[src/rtl/mcmc_lfsr_bitgen.sv]
// Dual Fibonacci-LFSR random bit source feeding the MCMC registered XOR stage.
// Two LFSRs advance together while running; bursts of BURST_LEN bits end with
// a DONE pulse aligned to the last BIT_VALID. Seeds can be loaded while idle.
module mcmc_lfsr_bitgen #(
  parameter int              WIDTH  = 32,
  parameter logic [WIDTH-1:0] TAPS_A = 32'h80200003,
  parameter logic [WIDTH-1:0] TAPS_B = 32'h80000057,
  parameter logic [WIDTH-1:0] SEED_A = 32'h00000001,
  parameter logic [WIDTH-1:0] SEED_B = 32'hACE1ACE1,
  parameter int              CNT_W  = 16
) (
  input  logic             CLK,
  input  logic             RESET,
  input  logic             START,
  input  logic             STOP,
  input  logic             EN,
  input  logic [CNT_W-1:0] BURST_LEN,
  input  logic             SEED_VALID,
  output logic             SEED_READY,
  input  logic             SEED_SEL,
  input  logic [WIDTH-1:0] SEED_DATA,
  output logic             BIT_A,
  output logic             BIT_B,
  output logic             BIT_VALID,
  output logic             DONE,
  output logic             BUSY,
  output logic             SEED_ERR
);

  typedef enum logic [0:0] {
    ST_IDLE = 1'b0,
    ST_RUN  = 1'b1
  } state_t;

  state_t             state_r, state_s;
  logic [WIDTH-1:0]   lfsr_a_r, lfsr_b_r;
  logic [CNT_W-1:0]   cnt_r, len_r, cnt_next_s;
  logic               bit_a_r, bit_b_r, bit_valid_r, done_r, seed_err_r;
  logic               advance_s, last_s, start_s, seed_wr_s, seed_zero_s;

  // Feedback bit: parity of the tapped LFSR positions.
  function automatic logic tap_parity(input logic [WIDTH-1:0] v,
                                      input logic [WIDTH-1:0] taps);
    return ^(v & taps);
  endfunction

  // Substitute the default seed when an all-zero (lock-up) seed is offered.
  function automatic logic [WIDTH-1:0] safe_seed(input logic [WIDTH-1:0] data,
                                                 input logic [WIDTH-1:0] dflt);
    return (data == {WIDTH{1'b0}}) ? dflt : data;
  endfunction

  // Control decode: advance qualification, burst-final detection, seed/start acceptance.
  always_comb begin
    advance_s   = (state_r == ST_RUN) && EN && !STOP;
    cnt_next_s  = cnt_r + {{(CNT_W-1){1'b0}}, 1'b1};
    last_s      = advance_s && (len_r != {CNT_W{1'b0}}) && (cnt_next_s == len_r);
    start_s     = (state_r == ST_IDLE) && START && !STOP;
    seed_wr_s   = (state_r == ST_IDLE) && SEED_VALID;
    seed_zero_s = (SEED_DATA == {WIDTH{1'b0}});
  end

  // Next-state logic: STOP always wins while running, burst end returns to idle.
  always_comb begin
    state_s = state_r;
    case (state_r)
      ST_IDLE: begin
        if (start_s) state_s = ST_RUN;
        else         state_s = ST_IDLE;
      end
      ST_RUN: begin
        if (STOP)        state_s = ST_IDLE;
        else if (last_s) state_s = ST_IDLE;
        else             state_s = ST_RUN;
      end
      default: state_s = ST_IDLE;
    endcase
  end

  // State register.
  always_ff @(posedge CLK) begin
    if (RESET) state_r <= ST_IDLE;
    else       state_r <= state_s;
  end

  // LFSR shift on advance; seed load only possible while idle.
  always_ff @(posedge CLK) begin
    if (RESET) begin
      lfsr_a_r <= SEED_A;
      lfsr_b_r <= SEED_B;
    end else if (advance_s) begin
      lfsr_a_r <= {lfsr_a_r[WIDTH-2:0], tap_parity(lfsr_a_r, TAPS_A)};
      lfsr_b_r <= {lfsr_b_r[WIDTH-2:0], tap_parity(lfsr_b_r, TAPS_B)};
    end else if (seed_wr_s) begin
      if (SEED_SEL) lfsr_b_r <= safe_seed(SEED_DATA, SEED_B);
      else          lfsr_a_r <= safe_seed(SEED_DATA, SEED_A);
    end
  end

  // Burst length capture on start and per-advance bit counter (wraps when free-running).
  always_ff @(posedge CLK) begin
    if (RESET) begin
      cnt_r <= {CNT_W{1'b0}};
      len_r <= {CNT_W{1'b0}};
    end else if (start_s) begin
      cnt_r <= {CNT_W{1'b0}};
      len_r <= BURST_LEN;
    end else if (advance_s) begin
      cnt_r <= cnt_next_s;
    end
  end

  // Registered output bits, valid strobe and burst-done pulse.
  always_ff @(posedge CLK) begin
    if (RESET) begin
      bit_a_r     <= 1'b0;
      bit_b_r     <= 1'b0;
      bit_valid_r <= 1'b0;
      done_r      <= 1'b0;
    end else begin
      bit_valid_r <= advance_s;
      done_r      <= last_s;
      if (advance_s) begin
        bit_a_r <= lfsr_a_r[WIDTH-1];
        bit_b_r <= lfsr_b_r[WIDTH-1];
      end
    end
  end

  // Sticky flag recording any rejected zero seed.
  always_ff @(posedge CLK) begin
    if (RESET)                         seed_err_r <= 1'b0;
    else if (seed_wr_s && seed_zero_s) seed_err_r <= 1'b1;
  end

  assign BIT_A      = bit_a_r;
  assign BIT_B      = bit_b_r;
  assign BIT_VALID  = bit_valid_r;
  assign DONE       = done_r;
  assign SEED_ERR   = seed_err_r;
  assign BUSY       = (state_r == ST_RUN);
  assign SEED_READY = (state_r == ST_IDLE);

endmodule

[config.mk]
export PLATFORM = sky130hd
export DESIGN_NAME = mcmc_lfsr_bitgen
export DESIGN_NICKNAME = d
export VERILOG_FILES = /design/src/rtl/mcmc_lfsr_bitgen.sv
export SDC_FILE = /design/constraint.sdc
export NUM_CORES = 1
export LEC_CHECK = 0
export ABC_CLOCK_PERIOD_IN_PS = 2100
export CORE_AREA = 3 3 149 122
export CTS_CLUSTER_SIZE = 25
export DETAILED_ROUTE_END_ITERATION = 10
export DIE_AREA = 0 0 152 125
export MAX_ROUTING_LAYER = met4
export PLACE_DENSITY = 0.49
export SYNTH_ARGS = -nofsm -noshare
export SYNTH_HDL_FRONTEND = slang
export SYNTH_SLANG_ARGS = --single-unit
[constraint.sdc]
create_clock -name CLK -period 2.1 [get_ports CLK]
set_input_delay 0.42 -clock CLK [delete_from_list [all_inputs] [get_ports CLK]]
set_output_delay 0.42 -clock CLK [all_outputs]
set_load 0.1 [all_outputs]
==> flow_summary.toml, run 1 <==
[outcome]
status = "finished clean"

[route]
drtAntennaViolNets = 0
drt-pass1-iter-count = 5
num_vias = 4566
wl_per_cell_um = 15.3
viasPerCell = 4.97
drt_iter0_markers = 274
routed_wl_um = 14100
drcViolationCount = 0

[logic_synthesis]
syn-cell-area_um2 = 4990
ys_seq_area_frac = 0.409
synth.avg_cell_area_um2 = 8.48
yosysWarnings = 0
netlist_instances = 588
syn_nets = 644
synth_cell_type_count = 48
ys_ff_latch = 102

[power]
ir_drop_mv = 0.411
p_total_uw = 4420
p_leak_uw = 0.00247
p_per_area_nw_per_um2 = 659

[cts]
post_cts_buffers = 0
clock_sinks = 102
cts_hold_buf = 0
clockBufferDepth = 2
path_clk_slew_ps = 70
cts_max_level = 3
cts_root_buf = "clkbuf_16"
cts_inserted_buffers = 9
insertion_delay_ps = 350
cts_tree = "done"

[grt]
grt-ovfl-total = 0
antenna_found_initial = 0
grt_pass1_wl_um = 23400
grt_start_max_net_pins = 91
grt_pass1_vias = 4502
grt_usage = 0.153

[critical_path]
end_kind = "register"
cpLargestDelayFamily = "simple AND/OR/NAND/NOR gates"
critical_path_class = "register to register"
cp_cell_sequence = "ha_4, o21ba_2, a221oi_1, o22ai_1, nor4_2, nand4_1, nor4b_4"
max_stage_delay_ps = 350
required_ps = 2320
crit_fanout = 8
cp.buffers_inverters = 0
slowest_stage = "nor4_2"
arrival_ps = 2240
cp-start-kind = "register"

[timing]
finalCritPeriodShare = 0.965
fmax_mhz = 493
worstMarginPinSlew_ps = 676
layout_min_cycle_time_ps = 2030
hold_violations = 0
setup_violations = 0
fin_skew_ps = 5.45
finalMaxSlewViolations = 0
max_slew_margin = 0.549

[layout]
area_growth_pct = 34.5
antenna_cells = 0
final_cell_mix = "99 x dfxtp_1, 94 x nand2_1, 85 x buf_4"
postLayoutCellArea_um2 = 6710
nets = 751
drive_gt1_frac = 0.187
layout_commonest_cell = "dfxtp_1"

[floorplanning]
core-area_um2 = 16600
die_w_um = 152
num_rows = 42
die_h_um = 125
dieArea_um2 = 19000
ios = 62
start_util = 0.300

[place]
place_congestion = 0.872
place_hpwl_um = 10100
place_area_um2 = 6320
portBuffers = 61

[hold_path]
min_path_type = "register to register"

[flow_run]
cap_viol_max_count = 0
==> per-stage QoR <==
stage                     cells  setup TNS, ps   util  hold slack (ps)  worst slack, ps
after floorplan             588              0      -              437              150
after global placement      904          -8660  0.381              448             -373
after detailed placement    904          -9280  0.381              457             -375
after CTS                   919              0  0.400              462             11.5
after global routing        919          -17.0  0.404              479            -17.0
final                       919              0  0.404              465             72.5
==> per-layer routing <==
layer / wire length [um] / vias up / GRT usage / share of wire
met1: 7270 / 2170 / 0.217 / 0.52
met3: 619 / 5 / 0.0397 / 0.044
met2: 6120 / 88 / 0.221 / 0.43
met5: 0 / - / - / 0
met4: 76 / 0 / 0.0285 / 0.0054
li1: - / 2303 / - / -
==> state kept, by name, indices dropped and copies added (netlist names) <==
| register | cells |
|---|---|
| cnt_r | 16 |
| lfsr_a_r | 32 |
| lfsr_b_r | 32 |
| BUSY | 1 |
| BIT_VALID | 1 |
| DONE | 1 |
| len_r | 16 |
| BIT_A | 1 |
| BIT_B | 1 |
| SEED_ERR | 1 |
==> area by class of cell <==
type,count,area [um2]
clock buffer,11,243
clock inverter,4,55.1
fill,1733,9900
inverter,7,26.3
multi-input combinational,430,2770
sequential,102,2050
tap,220,275
timing repair buffer,145,1290
==> logic make-up (layout without fill, tap and decap cells) <==
kind of cell             count (synthesis)  in the layout  synth area share
AND/OR/NAND/NOR                        250            250             0.242
buffers and inverters                   56            167            0.0539
flip-flops                             102            102             0.409
adder cells (fa/ha/maj)                  1              1           0.00251
XOR/XNOR                                41             41            0.0720
multiplexers                            32             32            0.0642
AO/OA/AOI/OAI                          106            106             0.156
==> tightest hold or removal path, cell delays in order (launching register included) <==
cell	delay, ps
dfxtp_1	310
nand2_1	50
nand3b_1	60
==> where the power goes <==
| group | leakage (uW) | internal [uW] | total (uW) | switching, uW |
|---|---|---|---|---|
| Combinational | 0.00149 | 322 | 613 | 291 |
| Clock | 0.000143 | 960 | 1720 | 756 |
| Sequential | 0.000834 | 2030 | 2090 | 62.5 |
==> path summary, 6_finish.rpt <==
kind           startpoint           end  slack [ps]  cells past startpoint
max              cnt_r[1]          BUSY          70                      7
min          lfsr_b_r[10]  lfsr_b_r[11]         470                      2
max reg2reg      cnt_r[1]          BUSY          70                      7
min reg2reg  lfsr_b_r[10]  lfsr_b_r[11]         470                      2
==> synth_stat cells, drive strengths merged <==
cell type / n / area share
dfxtp: 102 / 0.41
nand2: 94 / 0.071
nor2: 78 / 0.059
clkbuf: 35 / 0.035
a211oi: 32 / 0.048
mux2i: 32 / 0.064
xnor2: 29 / 0.051
a21oi: 22 / 0.022
nor4: 20 / 0.028
nand3b: 18 / 0.027
a311oi: 16 / 0.028
o221ai: 15 / 0.026
buf: 14 / 0.014
xor2: 12 / 0.021
nand4: 10 / 0.019
nand3: 8 / 0.0080
inv: 7 / 0.0053
nor3: 7 / 0.0070
o21ai: 5 / 0.0050
and2: 4 / 0.0050
a221oi: 2 / 0.0035
a31oi: 2 / 0.0025
and3: 2 / 0.0028
nand2b: 2 / 0.0025
nor2b: 2 / 0.0025
nor4b: 2 / 0.0065
o211ai: 2 / 0.0030
o311ai: 2 / 0.0035
o31ai: 2 / 0.0030
or3: 2 / 0.0028
a2111oi: 1 / 0.0020
a21boi: 1 / 0.0015
a2bb2oi: 1 / 0.0018
and4: 1 / 0.0020
ha: 1 / 0.0025
o21ba: 1 / 0.0020
o22ai: 1 / 0.0013
o311a: 1 / 0.0020
==> what timing repair did <==
item                                    in CTS  in global routing
resized for setup                            4                 15
endpoints found under the setup margin       3                 18
pin swaps                                    1                  4
Note: power is estimated with default switching activity, not from simulation.
==> run 2, diff against run 1 <==
- CTS_BUF_LIST: unset -> sky130_fd_sc_hd__clkbuf_16
==> run 2 against run 1 <==
- critical path depth unchanged
- combinational power about the same
- setup slack is essentially flat
- cell area fell by 0.15%
- sequential share of layout area about the same
- clock power shrank 3%
- register-to-register slack about the same
- worst hold slack about the same
- critical endpoint unchanged
==> flow_summary.toml, run 2 (synthesis results as in run 1) <==
[floorplanning]
ios = 62
die_w_um = 152
core-area_um2 = 16600
dieArea_um2 = 19000
die_h_um = 125
start_util = 0.300
num_rows = 42

[cts]
cts_inserted_buffers = 9
clock_sinks = 102
clockBufferDepth = 2
path_clk_slew_ps = 70
cts_max_level = 3
cts_root_buf = "clkbuf_16"
insertion_delay_ps = 350
cts_hold_buf = 0
cts_tree = "done"

[power]
power_frac_seq = 0.478
p_total_uw = 4370
clkPwrFrac = 0.382
p_per_area_nw_per_um2 = 653
switchingPower_uw = 1100
p_leak_uw = 0.00247
combinationalPowerShare = 0.140
intPower_uw = 3270
power_switching_share = 0.253
ir_drop_mv = 0.409

[timing]
worst_slack_ps = 72.3
setup_violations = 0
layout_min_cycle_time_ps = 2030
finalCritPeriodShare = 0.966
worstMarginPinSlew_ps = 667
hold_violations = 0
fmax_mhz = 493
finalMaxSlewViolations = 0
max_slew_margin = 0.555
fin_skew_ps = 5.51

[grt]
grt_usage = 0.153
grt_pass1_wl_um = 23400
grt-ovfl-total = 0
grt_start_max_net_pins = 91
antenna_found_initial = 0
grtUsageMet1 = 0.217
grt_pass1_vias = 4508
busiest_layer = "met2"
met2_usage = 0.221
gr-usage-met3 = 0.0397

[place]
portBuffers = 61
place_hpwl_um = 10100
place_congestion = 0.872
placedCellCount = 904
pre_cts_ws_ps = -375

[layout]
area_growth_pct = 34.3
layout_commonest_cell = "dfxtp_1"
antenna_cells = 0
utilization = 0.403
multi_input_area_um2 = 2770
final_cell_mix = "99 x dfxtp_1, 94 x nand2_1, 85 x buf_4"
drive_gt1_frac = 0.186
reg.largest.list = "lfsr_a_r (32), lfsr_b_r (32)"
nFillCells = 1735
regArea_um2 = 2050
instances_no_fill = 919
nets = 751

[critical_path]
end_kind = "register"
cp-start-kind = "register"
arrival_ps = 2240
required_ps = 2320
crit_fanout = 8
rr_worst_depth = 7
critical_path_class = "register to register"

[flow_run]
cap_viol_max_count = 0

[outcome]
status = "finished clean"

[route]
drcViolationCount = 0
viasPerCell = 4.98
wl_per_cell_um = 15.3
drt-pass1-iter-count = 6
num_vias = 4577
drtAntennaViolNets = 0
drt_iter0_markers = 279
routed_wl_um = 14100

[hold_path]
min_path_cells = 2
min_path_type = "register to register"
## run 2: changes by cell type in the layout (fill, tap and decap cells not counted), sizes merged
cell	change
clkbuf	-2
inv	+1
clkinv	+1
## run 2: through the flow
step | instance area (um2) | TNS (ps) | hold slack [ps]
5_1_grt | 6700 | -18.0 | 479
3_3_place_gp | 6320 | -8660 | 448
2_1_floorplan | 4990 | 0 | 437
6_report | 6700 | 0 | 465
3_5_place_dp | 6320 | -9280 | 457
4_1_cts | 6630 | 0 | 462
## run 2: path summary, 6_finish.rpt
check | from | to | slack (ps)
min reg2reg | lfsr_b_r[10] | lfsr_b_r[11] | 470
max | cnt_r[1] | BUSY | 70
min | lfsr_b_r[10] | lfsr_b_r[11] | 470
max reg2reg | cnt_r[1] | BUSY | 70
## run 2: repair_timing
action	4_1_cts	5_1_grt
pin swaps	1	4
endpoints found under the setup margin	3	18
setup buffers	0	0
resized for setup	4	15
## run 2: cell type report
cell class	instances	area share
Timing Repair Buffer	145	0.193
Inverter	7	0.00392
Sequential cell	102	0.305
Clock inverter	6	0.00934
Tap cell	220	0.0411
Multi-Input combinational cell	430	0.414
Clock buffer	9	0.0336
## run 2: worst max-delay path, stage by stage, from the launching register on
cell      delay [ps]
dfxtp_2          340
ha_4             190
o21ba_2          200
a221oi_1         280
o22ai_1          150
nor4_2           350
nand4_1          200
nor4b_4          170
## run 2: power by group through the flow
stage | combinational, uW | sequential [uW] | clock [uW]
2_1_floorplan | 303 | 2130 | 0
3_3_place_gp | 598 | 2130 | 0
3_5_place_dp | 605 | 2130 | 0
4_1_cts | 610 | 2090 | 1730
5_1_grt | 675 | 2100 | 1800
6_report | 613 | 2090 | 1670
## run 2: metal layers
| metal | wire length [um] | up-vias |
|---|---|---|
| met5 | 0 | - |
| met3 | 598 | 7 |
| met1 | 7280 | 2181 |
| li1 | - | 2306 |
| met4 | 112 | 0 |
| met2 | 6110 | 83 |
==> run 3, diff against run 2 <==
- CORE_AREA: 3 3 149 122 -> 2 2 148 121
- DIE_AREA: 0 0 152 125 -> 0 0 150 123
==> run 3 against run 2 <==
- core utilization decreased by 1.3 points
- total power fell by 3.1%
- clock skew grew 3.8 ps
- sequential share of layout area grew 0.25 points
- maximum frequency grew 3.9%
- clock power shrank 7%
- critical endpoint unchanged
- largest cell class unchanged
==> flow_summary.toml, run 3 (synthesis results as in run 1) <==
[route]
drcViolationCount = 0
viasPerCell = 4.96
num_vias = 4597
drtAntennaViolNets = 0
routed_wl_um = 13700
wl_per_cell_um = 14.8
drt-pass1-iter-count = 5
drt_iter0_markers = 244

[floorplanning]
ios = 62
start_util = 0.293
dieArea_um2 = 18500
core-area_um2 = 17000
die_w_um = 150
num_rows = 43
die_h_um = 123

[timing]
whs_ps = 466
max_slew_margin = 0.707
fmax_mhz = 512
finalMaxSlewViolations = 0
fin_skew_ps = 9.26
finalCritPeriodShare = 0.929
hold_violations = 0
setup_violations = 0
finalSetupTns_ps = 0
worstMarginPinSlew_ps = 435
layout_min_cycle_time_ps = 1950
rsz0062_at_grt = "no"

[place]
place_congestion = 0.814
portBuffers = 61
placedCellCount = 910
place_hpwl_um = 9860

[critical_path]
crit_fanout = 4
arrival_ps = 2180
critical_path_class = "register to register"
end_kind = "register"
cp-start-kind = "register"
required_ps = 2330

[layout]
nets = 753
area_growth_pct = 33.1
layout_commonest_cell = "dfxtp_1"
final_cell_mix = "100 x dfxtp_1, 94 x nand2_1, 89 x buf_4"
antenna_cells = 0
reg.largest.list = "lfsr_a_r (32), lfsr_b_r (32)"
drive_gt1_frac = 0.179
instances_no_fill = 927

[flow_run]
cap_viol_max_count = 0

[power]
p_leak_uw = 0.00245
combinationalPowerShare = 0.139
ir_drop_mv = 0.354
p_total_uw = 4240
power_switching_share = 0.261
intPower_uw = 3130
power_frac_seq = 0.493
p_per_area_nw_per_um2 = 638
clkPwrFrac = 0.368
switchingPower_uw = 1110

[grt]
grt_pass1_vias = 4389
grt_usage = 0.161
antenna_found_initial = 0
grt_start_max_net_pins = 50
grt_pass1_wl_um = 22800
grt-ovfl-total = 0

[cts]
insertion_delay_ps = 350
clock_sinks = 102
cts_inserted_buffers = 9
cts_root_buf = "clkbuf_16"
clockBufferDepth = 2
path_clk_slew_ps = 70
cts_tree = "done"
cts_max_level = 3

[hold_path]
min_path_type = "register to register"

[outcome]
status = "finished clean"
==> run 3: cell count changes in the layout (fill, tap and decap cells not counted), moves of 2 or more <==
cell	change
buf_12	-4
clkinv_4	+2
inv_6	-2
nor4_2	-5
buf_4	+4
buf_6	+2
nor4_1	+5
==> run 3: what timing repair did <==
item                                    4_1_cts  5_1_grt
endpoints found under the setup margin        2       20
gates resized for setup                       2       14
buffers inserted                              0        1
pin swaps                                     1        5
hold buffers                                  0        0
==> run 3: per-stage QoR <==
stage	util	setup WS [ps]	instance area [um2]
2_1_floorplan	-	150	4990
3_3_place_gp	0.370	-200	6290
3_5_place_dp	0.370	-261	6290
4_1_cts	0.386	15.2	6560
5_1_grt	0.391	25.7	6640
6_report	0.391	148	6640
==> run 3: routing by layer <==
metal | GRT usage | part of all wire
met2 | 0.237 | 0.43
met3 | 0.0328 | 0.049
met5 | - | 0
met4 | 0.0419 | 0.011
met1 | 0.225 | 0.51
==> run 3: power groups by stage <==
stage | Sequential [uW] | Clock [uW] | Combinational [uW]
6_report | 2090 | 1560 | 589
5_1_grt | 2100 | 1690 | 647
3_3_place_gp | 2130 | 0 | 574
4_1_cts | 2090 | 1610 | 587
3_5_place_dp | 2130 | 0 | 581
2_1_floorplan | 2130 | 0 | 303
==> run 3: path summary, 6_finish.rpt <==
kind	startpoint	depth (start not counted)	end	slack [ps]
worst max-delay path	cnt_r[0]	7	BUSY	150
worst max register to register	cnt_r[0]	7	BUSY	150
worst min register to register	BIT_B	2	BIT_B	470
worst min-delay path	BIT_B	2	BIT_B	470
==> run 3: final cells by class <==
| class | count | area (um2) |
|---|---|---|
| clock inverter | 7 | 43.8 |
| timing repair buffer | 147 | 1270 |
| fill | 1762 | 10400 |
| tap | 225 | 282 |
| inverter | 7 | 26.3 |
| multi-input combinational | 430 | 2750 |
| clock buffer | 9 | 225 |
| sequential | 102 | 2040 |
==> run 3: worst max-delay path, stage by stage, from the launching register on <==
cell and delay [ps]:
dfxtp_1 380, ha_4 190, nand4_1 170, or3_4 390, xnor2_1 140, a31oi_1 210
nand4_1 180, nor4b_4 170
